`src/rtl/fetch_if.sv`:
```
// Fetch-stage bus bundle: instruction-memory read port, redirect/stall
// inputs from later stages, and the decoded head-instruction outputs.
//   master : the fetch unit (drives imem_req/addr and the head outputs)
//   slave  : the surrounding pipeline + instruction ROM
interface fetch_if #(
    parameter int INSTR_W = 32,
    parameter int ADDR_W  = 16
);
    logic               imem_req;
    logic [ADDR_W-1:0]  imem_addr;
    logic [INSTR_W-1:0] imem_rdata;
    logic               stall;
    logic               jump_taken;
    logic [ADDR_W-1:0]  jump_target;
    logic               instr_valid;
    logic [INSTR_W-1:0] instr;
    logic [ADDR_W-1:0]  pc_out;
    logic [1:0]         instruction_type;
    logic [1:0]         func;
    logic               imm;
    logic               vector;
    logic               halted;

    modport master (
        output imem_req, imem_addr,
        input  imem_rdata,
        input  stall, jump_taken, jump_target,
        output instr_valid, instr, pc_out, instruction_type, func, imm, vector, halted
    );

    modport slave (
        input  imem_req, imem_addr,
        output imem_rdata,
        output stall, jump_taken, jump_target,
        input  instr_valid, instr, pc_out, instruction_type, func, imm, vector, halted
    );
endinterface

```
`src/rtl/fetch_unit.sv`:
```
// Instruction fetch stage.
// Keeps the PC, reads a 1-cycle-latency synchronous ROM and buffers the
// returned words in a 2-entry prefetch FIFO. The FIFO head is presented
// with its decoded fields.
// Ports:
//   clk  : clock, rising edge
//   rst  : asynchronous active-low reset
//   bus  : fetch_if.master (imem read port, stall/redirect, head outputs)
module fetch_unit #(
    parameter int INSTR_W  = 32,
    parameter int ADDR_W   = 16,
    parameter int RESET_PC = 0,
    parameter int PC_INC   = 1
) (
    input  logic    clk,
    input  logic    rst,
    fetch_if.master bus
);
    typedef enum logic [1:0] {S_BOOT, S_RUN, S_HALT} state_t;

    state_t             r_state, w_state_nxt;
    logic [ADDR_W-1:0]  r_pc, r_req_addr;
    logic               r_inflight;
    logic [1:0]         r_cnt;
    logic [INSTR_W-1:0] r_data0, r_data1;  // entry 0 is the head
    logic [ADDR_W-1:0]  r_addr0, r_addr1;

    logic               w_valid, w_pop, w_run, w_redirect, w_push, w_halt_pop, w_req;
    logic [2:0]         w_credit;
    logic [ADDR_W-1:0]  w_addr;
    logic [1:0]         w_n_cnt;
    logic [INSTR_W-1:0] w_n_d0, w_n_d1, w_instr;
    logic [ADDR_W-1:0]  w_n_a0, w_n_a1;

    assign w_valid    = (r_cnt != 2'd0);
    assign w_pop      = w_valid & ~bus.stall;
    assign w_run      = (r_state == S_RUN);
    assign w_redirect = w_run & bus.jump_taken;
    // Response is dropped on a redirect; in HALT nothing is accepted.
    assign w_push     = w_run & r_inflight & ~bus.jump_taken;
    assign w_halt_pop = w_run & ~bus.jump_taken & w_pop &
                        (r_data0[INSTR_W-1 -: 2] == 2'b11);

    // Credit: queued + outstanding after this cycle's pop must leave a slot.
    // pop implies r_cnt>=1, so this never underflows.
    assign w_credit = {1'b0, r_cnt} + {2'b0, r_inflight} - {2'b0, w_pop};
    assign w_req    = w_redirect | (w_run & (w_credit < 3'd2));
    assign w_addr   = w_redirect ? bus.jump_target : r_pc;

    always_comb begin
        w_state_nxt = r_state;
        case (r_state)
            S_BOOT:  w_state_nxt = S_RUN;
            S_RUN:   if (w_halt_pop) w_state_nxt = S_HALT;
            S_HALT:  w_state_nxt = S_HALT;
            default: w_state_nxt = S_BOOT;
        endcase
    end

    // FIFO next state: pop shifts entry 1 into the head, then the push
    // lands in the first free slot. Redirect/halt flush overrides both.
    always_comb begin
        w_n_d0  = r_data0;
        w_n_a0  = r_addr0;
        w_n_d1  = r_data1;
        w_n_a1  = r_addr1;
        w_n_cnt = r_cnt;
        if (w_pop) begin
            w_n_d0  = r_data1;
            w_n_a0  = r_addr1;
            w_n_cnt = r_cnt - 2'd1;
        end
        if (w_push) begin
            if (w_n_cnt == 2'd0) begin
                w_n_d0 = bus.imem_rdata;
                w_n_a0 = r_req_addr;
            end else begin
                w_n_d1 = bus.imem_rdata;
                w_n_a1 = r_req_addr;
            end
            w_n_cnt = w_n_cnt + 2'd1;
        end
        if (w_redirect || w_halt_pop) w_n_cnt = 2'd0;
    end

    always_ff @(posedge clk or negedge rst) begin
        if (!rst) begin
            r_state    <= S_BOOT;
            r_pc       <= ADDR_W'(RESET_PC);
            r_req_addr <= '0;
            r_inflight <= 1'b0;
            r_cnt      <= 2'd0;
            r_data0    <= '0;
            r_data1    <= '0;
            r_addr0    <= '0;
            r_addr1    <= '0;
        end else begin
            r_state    <= w_state_nxt;
            r_inflight <= w_req;
            r_cnt      <= w_n_cnt;
            r_data0    <= w_n_d0;
            r_data1    <= w_n_d1;
            r_addr0    <= w_n_a0;
            r_addr1    <= w_n_a1;
            if (w_req) begin
                r_pc       <= w_addr + ADDR_W'(PC_INC);
                r_req_addr <= w_addr;
            end
        end
    end

    a_no_overflow: assert property (@(posedge clk) disable iff (!rst)
        !(w_push && !w_pop && r_cnt == 2'd2));

    // Head outputs are zero whenever the FIFO is empty.
    assign w_instr              = w_valid ? r_data0 : '0;
    assign bus.imem_req         = w_req;
    assign bus.imem_addr        = w_addr;
    assign bus.instr_valid      = w_valid;
    assign bus.instr            = w_instr;
    assign bus.pc_out           = w_valid ? r_addr0 : '0;
    assign bus.instruction_type = w_instr[INSTR_W-1 -: 2];
    assign bus.func             = w_instr[INSTR_W-3 -: 2];
    assign bus.imm              = w_instr[INSTR_W-5];
    assign bus.vector           = w_instr[INSTR_W-6];
    assign bus.halted           = (r_state == S_HALT);
endmodule

```
`src/flat_wrapper.sv`:
```
// flat-port wrapper written by rule: the top's interface ports become plain ports
module fetch_unit_flat 
#(
    parameter int INSTR_W  = 32,
    parameter int ADDR_W   = 16,
    parameter int RESET_PC = 0,
    parameter int PC_INC   = 1
)
  (clk, rst, bus_imem_req, bus_imem_addr, bus_imem_rdata, bus_stall, bus_jump_taken, bus_jump_target, bus_instr_valid, bus_instr, bus_pc_out, bus_instruction_type, bus_func, bus_imm, bus_vector, bus_halted);
  fetch_if #(.INSTR_W(INSTR_W), .ADDR_W(ADDR_W)) bus_i ();
  input  logic clk;
  input  logic rst;
  output wire logic [$bits(bus_i.imem_req)-1:0] bus_imem_req;
  output wire logic [$bits(bus_i.imem_addr)-1:0] bus_imem_addr;
  input wire logic [$bits(bus_i.imem_rdata)-1:0] bus_imem_rdata;
  input wire logic [$bits(bus_i.stall)-1:0] bus_stall;
  input wire logic [$bits(bus_i.jump_taken)-1:0] bus_jump_taken;
  input wire logic [$bits(bus_i.jump_target)-1:0] bus_jump_target;
  output wire logic [$bits(bus_i.instr_valid)-1:0] bus_instr_valid;
  output wire logic [$bits(bus_i.instr)-1:0] bus_instr;
  output wire logic [$bits(bus_i.pc_out)-1:0] bus_pc_out;
  output wire logic [$bits(bus_i.instruction_type)-1:0] bus_instruction_type;
  output wire logic [$bits(bus_i.func)-1:0] bus_func;
  output wire logic [$bits(bus_i.imm)-1:0] bus_imm;
  output wire logic [$bits(bus_i.vector)-1:0] bus_vector;
  output wire logic [$bits(bus_i.halted)-1:0] bus_halted;
  assign bus_imem_req = bus_i.imem_req;
  assign bus_imem_addr = bus_i.imem_addr;
  assign bus_i.imem_rdata = bus_imem_rdata;
  assign bus_i.stall = bus_stall;
  assign bus_i.jump_taken = bus_jump_taken;
  assign bus_i.jump_target = bus_jump_target;
  assign bus_instr_valid = bus_i.instr_valid;
  assign bus_instr = bus_i.instr;
  assign bus_pc_out = bus_i.pc_out;
  assign bus_instruction_type = bus_i.instruction_type;
  assign bus_func = bus_i.func;
  assign bus_imm = bus_i.imm;
  assign bus_vector = bus_i.vector;
  assign bus_halted = bus_i.halted;
  fetch_unit #(.INSTR_W(INSTR_W), .ADDR_W(ADDR_W), .RESET_PC(RESET_PC), .PC_INC(PC_INC)) u_core (.clk(clk), .rst(rst), .bus(bus_i));
endmodule
```
`config.mk`:
```
export PLATFORM = sky130hd
export DESIGN_NAME = fetch_unit_flat
export DESIGN_NICKNAME = d
export VERILOG_FILES = /design/src/rtl/fetch_if.sv /design/src/rtl/fetch_unit.sv /design/src/flat_wrapper.sv
export SDC_FILE = /design/constraint.sdc
export NUM_CORES = 1
export LEC_CHECK = 0
export BUFFER_PORTS_ARGS = -buffer_cell sky130_fd_sc_hd__buf_2
export CAP_MARGIN = 20
export CORE_MARGIN = 2
export CORE_UTILIZATION = 49
export CTS_BUF_LIST = sky130_fd_sc_hd__clkbuf_16
export CTS_CLUSTER_SIZE = 24
export DETAILED_ROUTE_END_ITERATION = 7
export GPL_TIMING_DRIVEN = 0
export PLACE_DENSITY = 0.73
export SLEW_MARGIN = 5
export SYNTH_ARGS = -nofsm -noshare
export SYNTH_HDL_FRONTEND = slang
export SYNTH_SLANG_ARGS = --single-unit
```
`constraint.sdc`:
```
create_clock -name clk -period 3.4 [get_ports clk]
set_input_delay 0.68 -clock clk [delete_from_list [all_inputs] [get_ports clk]]
set_output_delay 0.68 -clock clk [all_outputs]
set_load 0.005 [all_outputs]
```
==> run summary, run 1 <==
Status - finished, violations left
Violated checks - negative setup slack
NumNets Final - 828
Nature of the critical path endpoint - output port
GP Congestion - 0.889
Share of the synthesized area in the top cell type - 0.512
Async set-reset flop share out of synthesis - 1.00
Worst Setup Start Kind - register
Maximum VDD drop - 0.361 mV
Internal power - 0.00501 W
Cell area after synthesis - 6500 µm²
Root buffer cell - clkbuf_16
Worst setup margin - -0.0329 ns
Initial DRC count - 387
Final worst-path cycle share - 1.01
Highest clock rate - 291 MHz
Largest net degree at the start of global routing - 89
IO Pins - 125
Die Wd - 119 µm
Diode count - 0
Setup violators final - 1
Data required, critical path - 2.72 ns
Least-Margin Pin Slew - 0.766 ns
HP Class - input port to async pin
Crit-path cells - inv_1, ha_4, clkbuf_8, nor3_4, o21ai_1, fa_2, xnor2_4, a31oi_4, inv_2, clkbuf_8, buf_2
Area after DPL - 7370 µm²
Clock share of power - 0.230
Routed vias - 5,224
Final Critical Period - 3.43 ns
Clk Latency, worst-skew pair - 0.42 ns
GRT overflow - 0
Sw power - 0.00270 W
Pins Over Slew Limit - 0
Logic pwr share - 0.414
Worst clock skew - 0.00569 ns
Routed Antenna Nets - 0
CP max stage delay - 0.40 ns
Hpwl dp - 11.3 mm
Syn-to-layout area delta - 24.3%
Synth top cells by count - dfrtp_1, nand2_1, mux2i_1, nor2_1
R2R Setup Slk - 0.24 ns
Ys flop type - dfrtp_1
Reg2reg end - u_core.r_pc[12]$_DFFE_PN0P_
DRC - 0
Core footprint - 13,100 µm²
Post-synth EDFFs - 0
Part of the Yosys area used for sequential elements - 0.512
Post-synth cell types - 46
Syn_nets - 680
Slew margin rel. - 0.490
Power density cells - 955 nW/µm²
RSZ-0062 raised after global routing - true
Hold Fails Final Rpt - 0
FILL cells - 1,099
Synth Area in Simple Gates - 0.153
CP arrival - 2.75 ns
Max stage delay cell, worst path - fa_2
Largest family of logic cells by synthesized area - multiplexers
Vias/cell - 5.45
Kind of critical path - register to output port
Crit-path max FO - 11
CTS buffer count - 17
Site Rows - 42
CTS max path bufs - 2
Synthesized area per cell - 10.5 µm²
WL per Instance - 16.8 µm
Leak - 3.93 nW
R2R cell count - 13
Max Cap Violations - 0
Crit-path most repeated cell - clkbuf_8
Vert. Die Dim - 119 µm
Gate Count Post-Synth - 621
Port Buffer Count - 124
Adder-cell share of the synthesized area - 0.0146
Sw frac - 0.351
#FFs+latches synth - 133
TritonRoute pass-1 iters - 5
Initial antenna violation count - 0
XOR/XNOR Fraction of Synth Area - 0.00808
Yosys warns - 0
Yosys top cell by area - dfrtp_1
CTS H-Tree Depth - 4
Fin util - 0.617
Most frequent cell after synthesis - dfrtp_1
Top cells by area, synth - dfrtp_1, mux2_2, mux2i_1
Vias in the first global route - 5,245
Design area - 8080 µm²
Clk pin slew, worst setup/hold paths - 0.05 ns
Reg power frac - 0.355
Initial core utilization - 0.497
Routed WL - 16.1 mm
Post-synthesis mux area share - 0.180
Post-synthesis compound-gate area fraction - 0.0901
Pre-CTS setup slack - -0.837 ns
Die footprint - 14,200 µm²
Hold_buf cts - 0
GRT Resource Usage Total - 0.238
CTS sink count - 133
CTS tree - yes
Reg-to-Reg Start - u_core.r_cnt[0]$_DFF_PN0_
Layout cells sized above 1 - 0.309
Global-route wire length before repair - 26.5 mm
## how the worst max path moves through the flow
stage                              startpoint           end  slack, ns  cells past startpoint
global route        u_core.r_cnt[0]$_DFF_PN0_  bus_imem_req      -0.16                     11
finish              u_core.r_cnt[0]$_DFF_PN0_  bus_imem_req      -0.03                     11
floorplan           u_core.r_cnt[1]$_DFF_PN0_  bus_imem_req       0.14                     10
detailed placement                  bus_stall  bus_imem_req      -0.84                     10
global placement                    bus_stall  bus_imem_req      -0.76                     10
CTS                 u_core.r_cnt[0]$_DFF_PN0_  bus_imem_req       0.02                     11
## timing repair
action / 4_1_cts / 5_1_grt
endpoints found under the hold margin: 0 / 0
pin swaps: 4 / 0
gates resized for setup: 20 / 4
endpoints found under the setup margin: 41 / 22
buffers inserted: 4 / 0
## layout make-up
| cell class | instances | area, µm² | share of cell area |
|---|---|---|---|
| clock inverter | 15 | 146 | 0.0181 |
| buffer | 44 | 248 | 0.0307 |
| tap | 176 | 220 | 0.0273 |
| multi-input combinational | 429 | 2970 | 0.367 |
| sequential | 133 | 3330 | 0.412 |
| inverter | 15 | 56.3 | 0.00697 |
| clock buffer | 17 | 425 | 0.0527 |
| timing repair buffer | 129 | 684 | 0.0847 |
## placed cells by master (no fill, tap or decap), types with 3 or more instances in the layout
| cell type | instances |
|---|---|
| xnor2_1 | 5 |
| clkinv_1 | 5 |
| bufinv_16 | 3 |
| inv_2 | 4 |
| o21a_1 | 3 |
| or4_1 | 4 |
| buf_6 | 3 |
| and4_1 | 3 |
| clkbuf_1 | 21 |
| buf_1 | 3 |
| nor3_1 | 3 |
| ha_1 | 5 |
| o21ai_0 | 19 |
| and2_1 | 3 |
| mux2i_2 | 3 |
| nand3_1 | 14 |
| clkbuf_16 | 17 |
| a31oi_1 | 3 |
| nor2b_1 | 49 |
| nand4_1 | 7 |
| buf_2 | 129 |
| nand2_1 | 61 |
| a21o_1 | 4 |
| buf_4 | 11 |
| nor2_1 | 54 |
| clkinv_2 | 3 |
| a21oi_1 | 51 |
| o31ai_1 | 5 |
| o21ai_1 | 3 |
| mux2i_1 | 54 |
| mux2_2 | 51 |
| inv_1 | 13 |
| dfrtp_1 | 133 |
## worst max-delay path: cells and delay by family, from the launching register on
| family | cells | cell delay (ns) |
|---|---|---|
| DFF | 1 | 0.38 |
| xor gates and xnor gates | 1 | 0.17 |
| buffers and inverters | 5 | 0.65 |
| adders and majority gates | 2 | 0.59 |
| AOI/OAI and AO/OA | 2 | 0.32 |
| and+or+nand+nor | 1 | 0.22 |
## metrics by stage
step | cells | hold slack, ns | power (W) | setup TNS [ns]
2_1_floorplan | 621 | 0.384 | 0.00465 | 0
3_3_place_gp | 921 | 0.463 | 0.00561 | -18.88
3_5_place_dp | 922 | 0.479 | 0.00576 | -16.34
4_1_cts | 958 | 0.200 | 0.00771 | 0
5_1_grt | 958 | 0.214 | 0.00826 | -0.164
6_report | 958 | 0.188 | 0.00771 | -0.0329
## power by group through the flow
| stage | Combinational [W] | Sequential (W) | Clock [W] |
|---|---|---|---|
| after global placement | 0.00290 | 0.00271 | 0 |
| after floorplan | 0.00202 | 0.00262 | 0 |
| after CTS | 0.00317 | 0.00274 | 0.00180 |
| after global routing | 0.00354 | 0.00284 | 0.00188 |
| final | 0.00320 | 0.00274 | 0.00177 |
| after detailed placement | 0.00300 | 0.00276 | 0 |
## flip-flops by register name, indices dropped and copies added (netlist names)
| register | flops |
|---|---|
| u_core.r_addr0 | 16 |
| u_core.r_cnt | 2 |
| u_core.r_data1 | 32 |
| u_core.r_pc | 16 |
| u_core.r_req_addr | 16 |
| u_core.r_inflight | 1 |
| u_core.r_addr1 | 16 |
| u_core.r_state | 2 |
| u_core.r_data0 | 32 |
## cells by family after synthesis
| family | Yosys count |
|---|---|
| muxes | 109 |
| DFF | 133 |
| and+or+nand+nor | 207 |
| xor gates and xnor gates | 6 |
| AOI/OAI and AO/OA | 100 |
| adders and majority gates | 7 |
| buffers and inverters | 59 |
## routing by layer
layer | up-vias | global-route usage | wire (µm)
met5 | - | 0 | 0
met4 | 0 | 0.0863 | 259
met3 | 25 | 0.0479 | 1080
met2 | 200 | 0.379 | 7710
met1 | 2570 | 0.323 | 7050
li1 | 2429 | - | -
(Power assumes the default switching activity.)
==> run 2: changes to the inputs <==
- clock period: 3.4 -> 3 ns (I/O delays scaled with it)
==> run summary, run 2 (same netlist as run 1, synthesis figures left out) <==
Worst path buffer plus inverter count - 5 (unchanged)
Initial antenna violation count - 0 (unchanged)
Crit-path most repeated cell - inv_2 (was clkbuf_8)
RSZ-0062 raised after global routing - true (unchanged)
Total power - 0.00897 W (was 0.00771 W)
Global-route wire length before repair - 27.1 mm (was 26.5 mm)
Met2 Use GR - 0.387 (was 0.379)
Reg-to-Reg Start - u_core.r_cnt[0]$_DFF_PN0_ (unchanged)
Vert. Die Dim - 119 µm (unchanged)
Largest regs - u_core.r_data0 (32), u_core.r_data1 (32) (unchanged)
Clk pin slew, worst setup/hold paths - 0.05 ns (about the same)
R2R cell count - 10 (was 13)
Cell family with most CP delay - adder cells (was buffers and inverters)
HP Class - input port to async pin (unchanged)
GR met3 Demand/Resource - 0.0618 (was 0.0479)
Setup violators final - 1 (unchanged)
Routed Antenna Nets - 0 (unchanged)
Site Rows - 42 (unchanged)
Pre-CTS setup slack - -0.683 ns (was -0.837 ns)
CP max stage delay - 0.45 ns (was 0.40 ns)
Initial core utilization - 0.497 (unchanged)
Most common cell after layout, fill and taps aside - dfrtp_1 (unchanged)
Most Crowded Layer GR - met2 (unchanged)
Hpwl dp - 11.6 mm (was 11.3 mm)
Met1 Resource Use GR - 0.326 (was 0.323)
Slew margin rel. - 0.481 (was 0.490)
IO Pins - 125 (unchanged)
Stages on worst setup path - 9 (was 11)
CTS max path bufs - 2 (unchanged)
Sum of negative setup slack - -0.0352 ns (was -0.0329 ns)
Worst Setup Start Kind - register (unchanged)
Crit-path max FO - 4 (was 11)
CP arrival - 2.44 ns (was 2.75 ns)
Vias in the first global route - 5,355 (was 5,245)
Max stage delay cell, worst path - fa_2 (unchanged)
Layout cells sized above 1 - 0.338 (was 0.309)
Data required, critical path - 2.40 ns (was 2.72 ns)
WL per Instance - 17.2 µm (was 16.8 µm)
NumNets Final - 835 (was 828)
Area after DPL - 7390 µm² (was 7370 µm²)
Max Cap Violations - 0 (unchanged)
CTS sink count - 133 (unchanged)
Largest net degree at the start of global routing - 94 (was 89)
Worst clock skew - 0.00692 ns (was 0.00569 ns)
Reg2reg end - u_core.r_data1[23]$_DFFE_PN0P_ (was u_core.r_pc[12]$_DFFE_PN0P_)
Hold Fails Final Rpt - 0 (unchanged)
Pins Over Slew Limit - 0 (unchanged)
Design area - 8240 µm² (was 8080 µm²)
DRC - 0 (unchanged)
Clk Latency, worst-skew pair - 0.42 ns (about the same)
TritonRoute pass-1 iters - 5 (unchanged)
Maximum VDD drop - 0.431 mV (was 0.361 mV)
Core footprint - 13,100 µm² (unchanged)
GRT Resource Usage Total - 0.242 (was 0.238)
Diode count - 0 (unchanged)
Port Buffer Count - 124 (unchanged)
GP Congestion - 0.879 (was 0.889)
Most frequent cells in the layout - dfrtp_1, buf_2, nand2_1 (unchanged)
Leak - 3.97 nW (was 3.93 nW)
FILL cells - 1,081 (was 1,099)
Die footprint - 14,200 µm² (unchanged)
Syn-to-layout area delta - 26.7% (was 24.3%)
CTS buffer count - 17 (unchanged)
Status - finished, violations left (unchanged)
Nature of the critical path endpoint - output port (unchanged)
R2R Setup Slk - 0.11 ns (was 0.24 ns)
GRT overflow - 0 (unchanged)
Crit-path cells - inv_2, ha_4, clkbuf_16, nor3_4, buf_4, fa_2, a31oi_4, inv_2, buf_6 (was inv_1, ha_4, clkbuf_8, nor3_4, o21ai_1, fa_2, xnor2_4, a31oi_4, inv_2, clkbuf_8, buf_2)
Initial DRC count - 353 (was 387)
Power density cells - 1090 nW/µm² (was 955 nW/µm²)
Violated checks - negative setup slack (unchanged)
Hold_buf cts - 0 (unchanged)
Root buffer cell - clkbuf_16 (unchanged)
Highest clock rate - 329 MHz
Die Wd - 119 µm (unchanged)
Routed WL - 16.6 mm (was 16.1 mm)
Worst setup margin - -0.0352 ns (was -0.0329 ns)
CTS H-Tree Depth - 4 (unchanged)
Least-Margin Pin Slew - 0.778 ns (was 0.766 ns)
Final worst-path cycle share - 1.01
Routed vias - 5,200 (was 5,224)
Final Critical Period - 3.04 ns
Vias/cell - 5.39 (was 5.45)
CTS tree - yes (unchanged)
Kind of critical path - register to output port (unchanged)
[run 2: worst reg2reg max path: cells and delay by family, from the launching register on]
| kind | cells | cell delay [ns] |
|---|---|---|
| multiplexers | 2 | 0.75 |
| AND/OR/NAND/NOR | 2 | 0.41 |
| buffers and inverters | 4 | 0.84 |
| flip-flops | 1 | 0.37 |
| adder cells (fa/ha/maj) | 2 | 0.38 |
[run 2: area by class of cell]
class,instances,area (µm²),area share
buffer,42,255,0.0310
clock buffer,17,425,0.0516
clock inverter,14,144,0.0175
inverter,15,56.3,0.00683
multi-input combinational,429,3050,0.370
sequential,133,3330,0.404
tap,176,220,0.0267
timing repair buffer,138,758,0.0920
[run 2: layer usage]
metal	vias to the layer above	wire length [µm]
li1	2452	-
met1	2530	7350
met2	194	7880
met3	24	1100
met4	0	240
met5	-	0
[run 2: metrics by stage]
| stage | cells | hold WS, ns | utilization |
|---|---|---|---|
| after floorplan | 621 | 0.304 | - |
| after global placement | 921 | 0.463 | 0.562 |
| after detailed placement | 922 | 0.492 | 0.565 |
| after CTS | 963 | 0.101 | 0.626 |
| after global routing | 964 | 0.115 | 0.630 |
| final | 964 | 0.0967 | 0.630 |
[run 2: power by group]
part           switching [W]  leakage, nW  internal [W]  total (W)
registers           0.000492         1.65       0.00263    0.00313
clock network       0.000730        0.279       0.00128    0.00201
logic                0.00194         2.04       0.00190    0.00384
total                0.00316         3.97       0.00581    0.00897
[run 2: worst max path at each step]
stage | start | end | slack (ns)
3_5_place_dp | u_core.r_cnt[1]$_DFF_PN0_ | u_core.r_pc[4]$_DFFE_PN0P_ | -0.68
2_1_floorplan | u_core.r_cnt[1]$_DFF_PN0_ | bus_imem_req | 0.05
4_1_cts | u_core.r_cnt[1]$_DFF_PN0_ | bus_imem_req | -0.14
5_1_grt | u_core.r_cnt[1]$_DFF_PN0_ | bus_imem_req | -0.11
3_3_place_gp | u_core.r_cnt[1]$_DFF_PN0_ | u_core.r_pc[10]$_DFFE_PN0P_ | -0.62
6_report | u_core.r_cnt[0]$_DFF_PN0_ | bus_imem_req | -0.04
[run 2: timing repair]
item	4_1_cts	5_1_grt
hold endpoints to repair	0	0
pin swaps	7	6
endpoints found under the setup margin	110	93
setup buffers	11	2
gates resized for setup	32	16
